$ cat src/rtl/spectrum_peak_det_pkg.sv
// Shared definitions for the spectrum peak detector: FSM encoding, default
// geometry of the FFT frame and field widths.
package spectrum_peak_det_pkg;

   localparam int NUM_BINS_DEF    = 512;
   localparam int MIN_BIN_DEF     = 2;
   localparam int DECAY_SHIFT_DEF = 3;
   localparam int ADDR_W          = 10;
   localparam int MAG_W           = 8;
   localparam int OVF_W           = 4;

   typedef enum logic [1:0] {
      ST_IDLE    = 2'd0,
      ST_ACQUIRE = 2'd1,
      ST_PUBLISH = 2'd2
   } state_t;

endpackage

$ cat src/rtl/spectrum_peak_det_hold.sv
// Peak-hold register: follows a larger frame peak immediately, otherwise
// decays by a fixed fraction per published frame and always reaches zero.
module peak_hold_decay
   import spectrum_peak_det_pkg::*;
#(
   parameter int DECAY_SHIFT = DECAY_SHIFT_DEF
) (
   input  logic             clk,
   input  logic             reset_n,
   input  logic             publish,
   input  logic [MAG_W-1:0] run_max,
   output logic [MAG_W-1:0] hold_mag
);

   // A shift that truncates to zero would stall small values, so force a step of 1.
   function automatic logic [MAG_W-1:0] decay_step(input logic [MAG_W-1:0] h);
      logic [MAG_W-1:0] d;
      d = h >> DECAY_SHIFT;
      if ((d == '0) && (h != '0)) d = MAG_W'(1);
      return h - d;
   endfunction

   logic [MAG_W-1:0] hold_nxt;

   always_comb begin
      hold_nxt = hold_mag;
      if (publish) begin
         hold_nxt = (run_max >= hold_mag) ? run_max : decay_step(hold_mag);
      end
   end

   always_ff @(posedge clk or negedge reset_n) begin
      if (!reset_n) hold_mag <= '0;
      else          hold_mag <= hold_nxt;
   end

endmodule

$ cat src/rtl/spectrum_peak_det.sv
// Per-frame strongest-bin search over the FFT magnitude stream, with a
// level result handshake, frame integrity flag and overwrite counter.
module spectrum_peak_det
   import spectrum_peak_det_pkg::*;
#(
   parameter int NUM_BINS    = NUM_BINS_DEF,
   parameter int MIN_BIN     = MIN_BIN_DEF,
   parameter int DECAY_SHIFT = DECAY_SHIFT_DEF
) (
   input  logic              clk,
   input  logic              reset_n,
   input  logic              frame_start,
   input  logic              freq_valid,
   input  logic [ADDR_W-1:0] freq_addr,
   input  logic [MAG_W-1:0]  freq_data,
   input  logic              result_ack,
   output logic [MAG_W-1:0]  peak_mag,
   output logic [ADDR_W-1:0] peak_bin,
   output logic [MAG_W-1:0]  hold_mag,
   output logic              result_ready,
   output logic              frame_err,
   output logic [OVF_W-1:0]  overwrite_cnt
);

   localparam int                CNT_W     = $clog2(NUM_BINS + 1);
   localparam logic [ADDR_W-1:0] FIRST_BIN = ADDR_W'(MIN_BIN);
   localparam logic [ADDR_W-1:0] LAST_BIN  = ADDR_W'(NUM_BINS - 1);
   localparam logic [CNT_W-1:0]  FULL_CNT  = CNT_W'(NUM_BINS - MIN_BIN);

   function automatic logic [OVF_W-1:0] sat_inc(input logic [OVF_W-1:0] c);
      return (c == '1) ? c : c + OVF_W'(1);
   endfunction

   // Stage p0: input capture; control bits reset, sample payload does not.
   logic              frame_start_p0;
   logic              vld_p0;
   logic [ADDR_W-1:0] addr_p0;
   logic [MAG_W-1:0]  data_p0;

   always_ff @(posedge clk or negedge reset_n) begin
      if (!reset_n) begin
         frame_start_p0 <= 1'b0;
         vld_p0         <= 1'b0;
      end else begin
         frame_start_p0 <= frame_start;
         vld_p0         <= freq_valid;
      end
   end

   always_ff @(posedge clk) begin
      addr_p0 <= freq_addr;
      data_p0 <= freq_data;
   end

   // Stage p1: frame FSM and running maximum.
   state_t            state, state_nxt;
   logic [MAG_W-1:0]  run_max;
   logic [ADDR_W-1:0] run_bin;
   logic [CNT_W-1:0]  sample_cnt;
   logic              abort_flg;
   logic              accept_p0, last_p0;
   logic              start_clr, restart, publish;

   always_comb begin
      accept_p0 = vld_p0 && (addr_p0 >= FIRST_BIN) && (addr_p0 <= LAST_BIN);
      last_p0   = vld_p0 && (addr_p0 == LAST_BIN);
   end

   always_ff @(posedge clk or negedge reset_n) begin
      if (!reset_n) state <= ST_IDLE;
      else          state <= state_nxt;
   end

   always_comb begin
      state_nxt = state;
      start_clr = 1'b0;
      restart   = 1'b0;
      publish   = 1'b0;
      case (state)
         ST_IDLE: begin
            if (frame_start_p0) begin
               state_nxt = ST_ACQUIRE;
               start_clr = 1'b1;
            end
         end
         ST_ACQUIRE: begin
            // A new strobe wins over any sample arriving in the same cycle.
            if (frame_start_p0) begin
               start_clr = 1'b1;
               restart   = 1'b1;
            end else if (last_p0) begin
               state_nxt = ST_PUBLISH;
            end
         end
         ST_PUBLISH: begin
            publish   = 1'b1;
            state_nxt = ST_IDLE;
         end
         default: state_nxt = ST_IDLE;
      endcase
   end

   always_ff @(posedge clk or negedge reset_n) begin
      if (!reset_n) begin
         run_max    <= '0;
         run_bin    <= '0;
         sample_cnt <= '0;
         abort_flg  <= 1'b0;
      end else if (start_clr) begin
         run_max    <= '0;
         run_bin    <= FIRST_BIN;
         sample_cnt <= '0;
         abort_flg  <= restart;
      end else if ((state == ST_ACQUIRE) && accept_p0) begin
         sample_cnt <= sample_cnt + CNT_W'(1);
         if (data_p0 > run_max) begin
            run_max <= data_p0;
            run_bin <= addr_p0;
         end
      end
   end

   // Stage p2: published result and consumer handshake.
   always_ff @(posedge clk or negedge reset_n) begin
      if (!reset_n) begin
         peak_mag      <= '0;
         peak_bin      <= '0;
         frame_err     <= 1'b0;
         result_ready  <= 1'b0;
         overwrite_cnt <= '0;
      end else if (publish) begin
         peak_mag     <= run_max;
         peak_bin     <= run_bin;
         frame_err    <= (sample_cnt != FULL_CNT) || abort_flg;
         result_ready <= 1'b1;
         if (result_ready && !result_ack) overwrite_cnt <= sat_inc(overwrite_cnt);
      end else if (result_ack) begin
         result_ready <= 1'b0;
      end
   end

   peak_hold_decay #(
      .DECAY_SHIFT (DECAY_SHIFT)
   ) u_hold (
      .clk      (clk),
      .reset_n  (reset_n),
      .publish  (publish),
      .run_max  (run_max),
      .hold_mag (hold_mag)
   );

endmodule

$ cat config.mk
export PLATFORM = sky130hd
export DESIGN_NAME = spectrum_peak_det
export DESIGN_NICKNAME = d
export VERILOG_FILES = /design/src/rtl/spectrum_peak_det_pkg.sv /design/src/rtl/spectrum_peak_det_hold.sv /design/src/rtl/spectrum_peak_det.sv
export SDC_FILE = /design/constraint.sdc
export NUM_CORES = 1
export LEC_CHECK = 0
export BUFFER_PORTS_ARGS = -buffer_cell sky130_fd_sc_hd__buf_2
export CAP_MARGIN = 20
export CORE_ASPECT_RATIO = 0.6
export CORE_MARGIN = 3
export CORE_UTILIZATION = 35
export DETAILED_ROUTE_END_ITERATION = 8
export GPL_TIMING_DRIVEN = 0
export SLEW_MARGIN = 40
export SYNTH_ARGS = -nofsm -noshare
export SYNTH_HDL_FRONTEND = slang
export SYNTH_HIERARCHICAL = 1
export SYNTH_SLANG_ARGS = --single-unit
export TNS_END_PERCENT = 1
$ cat constraint.sdc
create_clock -name clk -period 2.7 [get_ports clk]
set_input_delay 0.27 -clock clk [delete_from_list [all_inputs] [get_ports clk]]
set_output_delay 0.27 -clock clk [all_outputs]
set_load 0.02 [all_outputs]
==> results.cfg <==
[setup_path]
worstPathRequired_ns = 2.90
reg2reg_from = u_hold/hold_mag[6]
crit_chain = nor3_4, o31ai_2, o21ai_1, ha_2, inv_2, fa_2, a21o_1, a22o_1, o31a_1, o21ai_1, o221ai_1
crit_top_cell = o21ai_1
crit_path_max_incr_delay_ns = 0.44
r2r_slack_ns = 0.03
path_class = reg2reg
crit_fanout = 4
cp_data_arrival_time_ns = 2.88
critPathLaunchType = flop
reg2reg_depth = 11
end_kind = flop
r2r_end = u_hold/hold_mag[6]
slowest_stage = dfrtp_2

[synth]
yosys.area.top_type = dfrtp_1
netlist_area_um2 = 3890
yosysMostFrequentCell = nand2_1
synthFlopType = dfrtp_1
yosysWarningCount = 6
yosys-top-cells-area = dfrtp_1 (42%), dfxtp_1 (9.3%), nand2_1 (8.4%)
async_flop_share_pct = 78.3
synth_nets = 424
synth_cell_types = 57
ys_seq_area_share_pct = 51.1
synth_commonest_cells = nand2_1 (87), dfrtp_1 (65), inv_1 (25), ha_1 (24), nor2_1 (20)
yosys_register_bits = 83
netlist.area_leader.share_pct = 41.8
syn_inst = 376
synth_edf_count = 0
syn_avg_cell_area_um2 = 10.3

[place]
dpl.hpwl_um = 6690
numPortBuffers = 54
finalWeightedCongestion = 0.841
dpl-instance-area_um2 = 4370

[pwr]
totalPowerFinal_uw = 3860
power.density_nw_per_um2 = 815
p_leak_uw = 0.00233
irDropWorstVdd_mv = 0.333

[clocking]
clockBufferDepth = 2
clk_latency_ns = 0.34
cts_buffers = 9
htreeDepth = 3
cts.sinks = 83
cts.clk_slew.worst_paths_ns = 0.07
cts-root-buf = clkbuf_16
cts_tree = yes

[die]
fp-row-count = 29
die_h_um = 87.6
core_area_um2 = 10700
io_pins = 55
die_area_um2 = 12500
initial_utilization_pct = 36.3
dieWidth_um = 142

[drt]
vias = 2855
avgRoutedWirePerCell_um = 15.4
dr.pass1.iters = 4
ant_nets = 0
drc_errors = 0
wirelength_um = 9110
drtIter0Drc = 164
viasPerCell = 4.83

[sta]
worst_hold_slack_ns = 0.0243
min_period_ns = 2.67
worst_pin_slew_ns = 0.607
post-route-period-util_pct = 99.0
hold_violations = 0
maxSlewViolCount = 0
setup_viol = 0
max-slew-margin-rel_pct = 59.5
maxClockFrequency_mhz = 374
rsz0062_at_grt = true
clock_skew_ns = 0.0110

[global_route]
grt.overflow.total = 0
grt_use_total_pct = 15.7
grt_max_degree = 45
grt_pass1_vias = 2872
grt_pass1_wl_um = 15200
antenna_found_initial = 0

[finish]
stdcell_area_um2 = 4740
area_growth_syn_to_layout_pct = 21.8
antenna_cells = 0
fin_nets = 495
final_util_pct = 44.2
drive_gt1_share_pct = 24.8
num-fill-cells = 1032

[flow_run]
drv_cap = 0

[worst_hold_path]
hp-class = in2reg
min_path_cells = 1
hp-start = freq_addr[1]
min_to = addr_p0[1]

[status]
status = completed
## what timing repair did
item | in CTS | in global routing
endpoints found under the hold margin | 21 | 0
pin swaps | 1 | 6
setup buffers | 1 | 4
endpoints found under the setup margin | 2 | 6
gates resized for setup | 5 | 5
hold buffers | 1 | 0
## final cells by class
| cell class | instances | area (um2) | share of cell area [%] |
|---|---|---|---|
| buffer | 14 | 86.3 | 1.82 |
| clock buffer | 10 | 229 | 4.83 |
| clock inverter | 6 | 67.6 | 1.43 |
| inverter | 25 | 93.8 | 1.98 |
| multi-input combinational | 253 | 1740 | 36.8 |
| sequential | 83 | 1990 | 42.0 |
| tap | 139 | 174 | 3.67 |
| timing repair buffer | 61 | 352 | 7.42 |
## layout by cell type, fill, tap and decap left out, types with 10 or more instances in the layout
cell type / instances
mux2i_1: 19
dfxtp_1: 18
inv_1: 24
o21ai_0: 10
xor2_1: 10
buf_2: 56
dfrtp_1: 63
ha_1: 23
nand4_1: 11
nor2_1: 20
nand2_1: 87
## cell families after synthesis
logic type	Yosys count	share of synthesized area [%]
XOR/XNOR	13	2.93
adder cells (fa/ha/maj)	25	8.24
AO/OA/AOI/OAI	46	9.78
AND/OR/NAND/NOR	148	17.7
flip-flops	83	51.1
buffers and inverters	40	4.73
multiplexers	21	5.57
## sequential cells by signal (all words and copies together) (netlist names)
register         cells
addr_p0             10
peak_bin            10
run_bin             10
sample_cnt          10
data_p0              8
peak_mag             8
run_max              8
u_hold/hold_mag      8
overwrite_cnt        4
state                2
abort_flg            1
frame_err            1
frame_start_p0       1
result_ready         1
vld_p0               1
## power breakdown
group / switching (uW) / internal, uW
Clock: 497 / 718
Combinational: 636 / 467
Sequential: 149 / 1390
## critical path: cells and delay by family (launching register included)
kind                       cells  cell delay, ns
AOI/OAI and AO/OA              7            1.22
adders and majority gates      2            0.59
buffers and inverters          1            0.04
DFF                            1            0.44
and+or+nand+nor                1            0.25
## how the worst max path moves through the flow
| stage | from | end | slack, ns | cells past startpoint |
|---|---|---|---|---|
| detailed placement | u_hold/hold_mag[5] | u_hold/hold_mag[6] | -0.28 | 11 |
| global placement | u_hold/hold_mag[5] | u_hold/hold_mag[6] | -0.20 | 11 |
| finish | u_hold/hold_mag[6] | u_hold/hold_mag[6] | 0.03 | 11 |
| CTS | u_hold/hold_mag[6] | u_hold/hold_mag[6] | 0.001 | 11 |
| floorplan | u_hold/hold_mag[5] | u_hold/hold_mag[6] | 0.15 | 11 |
| global route | u_hold/hold_mag[6] | u_hold/hold_mag[6] | -0.13 | 11 |
## per-layer routing
layer	vias to the layer above	GRT usage, %	part of all wire (%)
li1	1417	-	-
met1	1365	23.3	51
met2	65	22.5	42
met3	8	4.80	5.6
met4	0	3.48	0.86
met5	-	0	0
## per-stage QoR
| step | setup TNS [ns] | std cells | setup WS (ns) |
|---|---|---|---|
| CTS | 0 | 588 | 0.00139 |
| detailed placement | -0.362 | 570 | -0.283 |
| finish | 0 | 591 | 0.0259 |
| global route | -0.149 | 591 | -0.129 |
| global placement | -0.205 | 569 | -0.205 |
| floorplan | 0 | 376 | 0.148 |
No activity file was read; power rests on OpenSTA's default activity.
